<file path="src/rtl/multicycle_controller.sv">
// Main control FSM for the multi-cycle RV32I core.
// Per instruction it steps the shared ALU, register file, instruction register
// and unified memory port through fetch / decode / execute / memory / writeback,
// and drives the datapath selects, write enables and the 3-bit ALU code.
//
// Ports:
//   clk, rst            clock (rising edge), synchronous active-high reset
//   op, funct3, funct7b5  instruction fields from the IR
//   zero                ALU zero flag (branch resolve in BEQ)
//   mem_ready           memory read data valid this cycle
//   PCWrite, AdrSrc, MemWrite, IRWrite, RegWrite     datapath enables/selects
//   ResultSrc, ALUSrcA, ALUSrcB, ImmSrc, ALUControl  datapath mux/ALU codes
//   illegal_op          one-cycle pulse in DECODE for an unsupported opcode
//   state_o             current state (debug)
//
// The state is registered; the outputs are a decode of the state plus the
// same-cycle qualifiers (mem_ready in FETCH, zero in BEQ, rst), because those
// qualifiers must act in the cycle they are presented.
module multicycle_controller #(
  parameter int unsigned STATE_W  = 4,
  parameter bit          WAIT_MEM = 1'b1
) (
  input  logic               clk,
  input  logic               rst,
  input  logic [6:0]         op,
  input  logic [2:0]         funct3,
  input  logic               funct7b5,
  input  logic               zero,
  input  logic               mem_ready,
  output logic               PCWrite,
  output logic               AdrSrc,
  output logic               MemWrite,
  output logic               IRWrite,
  output logic               RegWrite,
  output logic [1:0]         ResultSrc,
  output logic [1:0]         ALUSrcA,
  output logic [1:0]         ALUSrcB,
  output logic [1:0]         ImmSrc,
  output logic [2:0]         ALUControl,
  output logic               illegal_op,
  output logic [STATE_W-1:0] state_o
);

  localparam logic [6:0] OP_LW   = 7'b0000011;
  localparam logic [6:0] OP_SW   = 7'b0100011;
  localparam logic [6:0] OP_R    = 7'b0110011;
  localparam logic [6:0] OP_I    = 7'b0010011;
  localparam logic [6:0] OP_BEQ  = 7'b1100011;
  localparam logic [6:0] OP_JAL  = 7'b1101111;

  typedef enum logic [3:0] {
    S_FETCH    = 4'd0,
    S_DECODE   = 4'd1,
    S_MEMADR   = 4'd2,
    S_MEMREAD  = 4'd3,
    S_MEMWB    = 4'd4,
    S_MEMWRITE = 4'd5,
    S_EXECR    = 4'd6,
    S_ALUWB    = 4'd7,
    S_EXECI    = 4'd8,
    S_JAL      = 4'd9,
    S_BEQ      = 4'd10
  } state_t;

  typedef enum logic [1:0] {
    ALUOP_ADD   = 2'b00,
    ALUOP_SUB   = 2'b01,
    ALUOP_FUNCT = 2'b10
  } aluop_t;

  state_t state;
  state_t next_state;
  state_t dec_state;
  aluop_t alu_op;
  logic   mem_ok;
  logic   pc_update;
  logic   branch;
  logic   ir_write;
  logic   reg_write;
  logic   mem_write;
  logic   supported;

  // With WAIT_MEM = 0 the memory is assumed always ready.
  assign mem_ok = WAIT_MEM ? mem_ready : 1'b1;

  assign supported = (op == OP_LW) || (op == OP_SW) || (op == OP_R) ||
                     (op == OP_I)  || (op == OP_BEQ) || (op == OP_JAL);

  // State register; reset wins from any state.
  always_ff @(posedge clk) begin
    if (rst) state <= S_FETCH;
    else     state <= next_state;
  end

  // Next-state logic.
  always_comb begin
    next_state = S_FETCH;
    unique case (state)
      S_FETCH:   next_state = mem_ok ? S_DECODE : S_FETCH;
      S_DECODE: begin
        if ((op == OP_LW) || (op == OP_SW)) next_state = S_MEMADR;
        else if (op == OP_R)                next_state = S_EXECR;
        else if (op == OP_I)                next_state = S_EXECI;
        else if (op == OP_JAL)              next_state = S_JAL;
        else if (op == OP_BEQ)              next_state = S_BEQ;
        else                                next_state = S_FETCH;
      end
      S_MEMADR:   next_state = (op == OP_SW) ? S_MEMWRITE : S_MEMREAD;
      S_MEMREAD:  next_state = mem_ok ? S_MEMWB : S_MEMREAD;
      S_MEMWB:    next_state = S_FETCH;
      S_MEMWRITE: next_state = S_FETCH;
      S_EXECR:    next_state = S_ALUWB;
      S_EXECI:    next_state = S_ALUWB;
      S_JAL:      next_state = S_ALUWB;
      S_ALUWB:    next_state = S_FETCH;
      S_BEQ:      next_state = S_FETCH;
      default:    next_state = S_FETCH;
    endcase
  end

  // During reset the selects show FETCH values whatever the current state is.
  assign dec_state = rst ? S_FETCH : state;

  // Per-state output decode.
  always_comb begin
    AdrSrc    = 1'b0;
    ResultSrc = 2'b00;
    ALUSrcA   = 2'b00;
    ALUSrcB   = 2'b00;
    alu_op    = ALUOP_ADD;
    pc_update = 1'b0;
    branch    = 1'b0;
    ir_write  = 1'b0;
    reg_write = 1'b0;
    mem_write = 1'b0;
    unique case (dec_state)
      S_FETCH: begin
        ALUSrcB   = 2'b10;
        ResultSrc = 2'b10;
        ir_write  = mem_ok;
        pc_update = mem_ok;
      end
      S_DECODE: begin
        ALUSrcA = 2'b01;
        ALUSrcB = 2'b01;
      end
      S_MEMADR: begin
        ALUSrcA = 2'b10;
        ALUSrcB = 2'b01;
      end
      S_MEMREAD: AdrSrc = 1'b1;
      S_MEMWB: begin
        ResultSrc = 2'b01;
        reg_write = 1'b1;
      end
      S_MEMWRITE: begin
        AdrSrc    = 1'b1;
        mem_write = 1'b1;
      end
      S_EXECR: begin
        ALUSrcA = 2'b10;
        alu_op  = ALUOP_FUNCT;
      end
      S_EXECI: begin
        ALUSrcA = 2'b10;
        ALUSrcB = 2'b01;
        alu_op  = ALUOP_FUNCT;
      end
      S_ALUWB: reg_write = 1'b1;
      S_JAL: begin
        ALUSrcA   = 2'b01;
        ALUSrcB   = 2'b10;
        pc_update = 1'b1;
      end
      S_BEQ: begin
        ALUSrcA = 2'b10;
        alu_op  = ALUOP_SUB;
        branch  = 1'b1;
      end
      default: ;
    endcase
  end

  // Write enables are forced off while reset is asserted.
  assign PCWrite    = ~rst & (pc_update | (branch & zero));
  assign IRWrite    = ~rst & ir_write;
  assign RegWrite   = ~rst & reg_write;
  assign MemWrite   = ~rst & mem_write;
  assign illegal_op = ~rst & (state == S_DECODE) & ~supported;

  // ALU decoder; only R-type (op[5] set) turns funct3 000 into sub.
  always_comb begin
    ALUControl = 3'b000;
    unique case (alu_op)
      ALUOP_ADD: ALUControl = 3'b000;
      ALUOP_SUB: ALUControl = 3'b001;
      ALUOP_FUNCT: begin
        unique case (funct3)
          3'b000:  ALUControl = (op[5] & funct7b5) ? 3'b001 : 3'b000;
          3'b010:  ALUControl = 3'b101;
          3'b110:  ALUControl = 3'b011;
          3'b111:  ALUControl = 3'b010;
          default: ALUControl = 3'b000;
        endcase
      end
      default: ALUControl = 3'b000;
    endcase
  end

  // Immediate format follows the opcode in every state.
  always_comb begin
    ImmSrc = 2'b00;
    if (op == OP_SW)       ImmSrc = 2'b01;
    else if (op == OP_BEQ) ImmSrc = 2'b10;
    else if (op == OP_JAL) ImmSrc = 2'b11;
  end

  assign state_o = STATE_W'(state);

endmodule

</file>
<file path="config.mk">
export PLATFORM = sky130hd
export DESIGN_NAME = multicycle_controller
export DESIGN_NICKNAME = d
export VERILOG_FILES = /design/src/rtl/multicycle_controller.sv
export SDC_FILE = /design/constraint.sdc
export NUM_CORES = 1
export LEC_CHECK = 0
export ABC_CLOCK_PERIOD_IN_PS = 2600
export BUFFER_PORTS_ARGS = -buffer_cell sky130_fd_sc_hd__clkbuf_2
export CORE_AREA = 2 2 39 41
export CTS_BUF_LIST = sky130_fd_sc_hd__clkbuf_8
export CTS_CLUSTER_SIZE = 8
export DETAILED_ROUTE_END_ITERATION = 8
export DIE_AREA = 0 0 41 43
export GPL_TIMING_DRIVEN = 1
export PLACE_DENSITY = 0.84
export SLEW_MARGIN = 30
export SYNTH_ARGS = -nofsm -noshare
export SYNTH_HDL_FRONTEND = slang
export SYNTH_SLANG_ARGS = --single-unit
</file>
<file path="constraint.sdc">
create_clock -name clk -period 2.6 [get_ports clk]
set_input_delay 0.13 -clock clk [delete_from_list [all_inputs] [get_ports clk]]
set_output_delay 0.13 -clock clk [all_outputs]
set_load 0.02 [all_outputs]
</file>
==> run summary <==
The flow ran to the end, and the final reports show no timing, DRC or antenna violations. The setup slack of the most critical reg-to-reg path was 0.81 ns; the worst hold slack across all endpoints was 0.276 ns. The first detailed-routing pass took 4 iterations. The flip-flop and latch count after synthesis is 4. Mean post-synth cell area: 6.57 um^2. Detailed placement ended at an HPWL of 1.26 mm.

Clock-pin slew was measured on the worst setup and hold paths at 0.04 ns. Summing every instance area after synthesis gives 611 um^2. Max-cap violations in this run came to 0.

Along the worst path, the maximum fanout reaches 14. For this block, wires on met1 add up to 722 um. The first global-routing pass estimated 2.57 mm of wire. The floorplan step set the die width to 41 um.

The tools report the destination of the worst hold path as state_o[2]. Once the clock tree was built, the setup fixing pass inserted 0 buffers. The region available for standard cell placement spans 1380 um^2. In the detailed route, the total length drawn on met3 is 130 um.

The number of distinct library cells after synthesis was 35; the number of warnings issued by yosys was 0. The register with the most flip-flops in the layout has 4 of them. In this run the most critical hold path is launched from op[5].

The worst register-to-register path ends at state_o[2]. On the final layout, the worst clock skew is 0.00682 ns. For the final-report hold violation count, the log shows 0. The layout overhead on the synthesized area was 36.3%. The critical path contains buffers and inverters numbering 2 combined. The normalized max-slew margin is 61.7%. For this run, the total global-route usage over all layers was measured as 20.6%. The dominant register cell in the synthesized netlist is dfxtp_1. The startpoint identified for the worst register-to-register timing path is state_o[0].

The number of nets in the synthesized netlist is 110. The final layout contains 146 nets. Entering global routing, the biggest net connects 19 pins. The worst setup path is captured at a primary output. The synthesized design spends more area on one cell type than any other, namely dfxtp_1.

The post-route netlist has 33.1% of its cells at a drive strength greater than 1. In the post-synthesis netlist, the biggest area contributors are dfxtp_1 (13%), nor3_1 (9.8%), o21ai_0 (5.7%). The largest single stage delay on the critical path is 0.44 ns. The run gives 0 as the total grt overflow. The uppermost metal layer occupied by signal nets was met3. Clock net sink count: 4. Setup repair after global routing left no endpoint under its margin. Grouping stages by cell kind, the critical path spends the most delay in simple AND/OR/NAND/NOR gates. No sink is reached through more buffers than the 2 on the longest clock path. Gates resized during post-CTS repair numbered 0. The effective utilization at floorplan came out at 44.1%.

By startpoint and endpoint, the worst setup path is classified as register to primary output. The smallest clock period supported by the final layout is computed as 2.19 ns. The worst endpoint required time was 2.47 ns; the TritonCTS buffer count was 3. The tools report the initial antenna violation count as 0. STA classifies the critical path startpoint as a register. In this run the tool buffered the top-level ports with 35 buffer cells. The analysis attributes to cell leakage a power of 0.395 nW.

Of the available clock period, the critical path in the final layout requires 84.1%. In this run the worst hold path is classified as primary input to register. The floorplan step defined a die boundary enclosing 1760 um^2. The detail route stage leaves a number of antenna-violating nets equal to 0. For the vias after detailed routing, the log shows 798. The max-slew violation count is 0, and the number of flops mapped to enable cells by yosys is 0. For the worst setup path, the data arrival time is 2.06 ns.

In the final routed layout, each cell accounts on average for 11.7 um. The critical path goes through nor2_1 -> a22oi_1 -> nor3_1 -> inv_1 -> ha_1 -> nor3_1 -> clkbuf_2. Setup violations remaining at the end of the flow were counted as 0. In this run the count of I/O pins placed on the die edge is 36. For the pin with the worst max-slew slack, the measured transition is 0.574 ns.

The total negative slack was 0 ns. The violation count after the first detailed-routing iteration is 21, and the detailed-route wire length is 1.67 mm. Dividing total power by cell area gives a power density of 316 nW/um^2. The share of synthesized area in the top cell type comes to 13.1%. The tools report the clock insertion delay at the later pin of the skew report as 0.22 ns. The die span in y works out to 43 um. After floorplanning, the core was divided into 14 placement rows. Wire segments on met2 add up to 812 um in the final route.

Fill cells in the final layout number 140. The most prevalent standard cell on the critical path is nor3_1. The number of hold buffers added after CTS was 0. In the synthesized netlist, the cells that appear most often are nor3_1 (12), nor2_1 (8), inv_1 (7), o21ai_0 (7), nand2_1 (6). The async set or reset register ratio after synthesis was 0%. By instance count, the leading cell after synthesis is nor3_1.

Using the TritonRoute via totals, the vias-per-cell ratio works out to 5.58. For the final estimated routing congestion in global placement, the log shows 0.820. The worst register-to-register path has a depth of 4. Slowest cell on the critical path: dfxtp_1. TritonCTS built the clock tree. The number of cells on the worst hold path works out to 3. The number of inserted diodes was 0. The tools report the number of H-tree levels as 1. Clock tree synthesis selected as its root buffer the cell clkbuf_8. For the DRC violation count after routing, the log shows 0. Sequential cells were found to cover 13.1% of the synthesized design area. The maximum clock rate was 457 MHz; the cell count along the critical path was 7. The worst-case IR drop observed on VDD is 0.538 mV. In the synthesized netlist, the number of instances is 93. The number of global-route vias before repair came out at 651.
-- worst reg2reg max path, delay by kind of cell (launching register included) --
kind / cells / cell delay (ns)
mux: 1 / 0.16
simple gates: 2 / 0.67
flops: 1 / 0.67
compound gates: 1 / 0.21
-- logic make-up after synthesis --
| kind of cell | count (synthesis) | share of synthesized area (%) |
|---|---|---|
| AND/OR/NAND/NOR | 46 | 42.4 |
| AO/OA/AOI/OAI | 24 | 24.8 |
| buffers and inverters | 12 | 7.99 |
| flip-flops | 4 | 13.1 |
| XOR/XNOR | 3 | 4.30 |
| adder cells (fa/ha/maj) | 3 | 5.74 |
| multiplexers | 1 | 1.64 |
-- per-stage QoR --
step	utilization (%)	setup slack [ns]	std cells	power, mW	area (um^2)
global placement	57.1	0.739	140	0.130	791
global route	60.1	0.180	143	0.278	832
floorplan	-	0.495	93	0.106	611
CTS	60.1	0.425	143	0.265	832
detailed placement	57.1	0.659	140	0.131	791
finish	60.1	0.412	143	0.263	832
-- placed cells by master, fill, tap and decap left out, drive strengths merged --
| cell type | netlist | routed |
|---|---|---|
| clkbuf | 2 | 38 |
| nor3 | 12 | 12 |
| nor2 | 8 | 8 |
| inv | 7 | 7 |
| o21ai | 7 | 7 |
| nand2 | 6 | 6 |
| nor2b | 5 | 5 |
| a21oi | 4 | 4 |
| dfxtp | 4 | 4 |
| nand2b | 3 | 3 |
| o21a | 3 | 3 |
| and3 | 2 | 2 |
| a22oi | 2 | 2 |
| a21o | 2 | 2 |
| a31oi | 2 | 2 |
| xnor2 | 2 | 2 |
| ha | 2 | 2 |
| or4b | 2 | 2 |
| nor4 | 1 | 1 |
| a31o | 1 | 1 |
| nand3b | 1 | 1 |
| nand4 | 1 | 1 |
| or2 | 1 | 1 |
| nand4bb | 1 | 1 |
| xor2 | 1 | 1 |
| and4b | 1 | 1 |
| nor3b | 1 | 1 |
| o22ai | 1 | 1 |
| mux2i | 1 | 1 |
| nand3 | 1 | 1 |
| a21boi | 1 | 1 |
| maj3 | 1 | 1 |
| o31a | 1 | 1 |
| buf | 3 | 1 |
-- area by class of cell --
type	count	area [um^2]	share of cell area, %
Inverter	7	26.3	3.16
Clock buffer	3	41.3	4.96
Multi-Input combinational cell	77	482	57.9
Sequential cell	4	80.1	9.62
Timing Repair Buffer	36	183	22.0
Tap cell	16	20.0	2.41
-- layer usage --
layer  vias to the layer above  GRT usage, %
li1                        402             -
met1                       368          27.7
met2                        28          32.2
met3                         0          6.81
met4                         0          2.00
met5                         -             0
-- worst max path at each step --
stage	start	end	slack, ns
2_1_floorplan	state_o[3]	ALUControl[1]	0.49
3_3_place_gp	state_o[3]	ALUControl[1]	0.74
3_5_place_dp	state_o[2]	ALUControl[1]	0.66
4_1_cts	state_o[2]	ALUControl[1]	0.42
5_1_grt	state_o[3]	ALUControl[1]	0.18
6_report	state_o[2]	ALUControl[1]	0.41
-- where the power goes --
group	switching [mW]	internal (mW)	total [mW]	leakage (nW)
Combinational	0.0353	0.0280	0.0632	0.341
Sequential	0.00495	0.0630	0.0680	0.0325
Clock	0.0332	0.0988	0.132	0.0216
Total	0.0734	0.190	0.263	0.395
No activity file was read; power rests on OpenSTA's default activity.
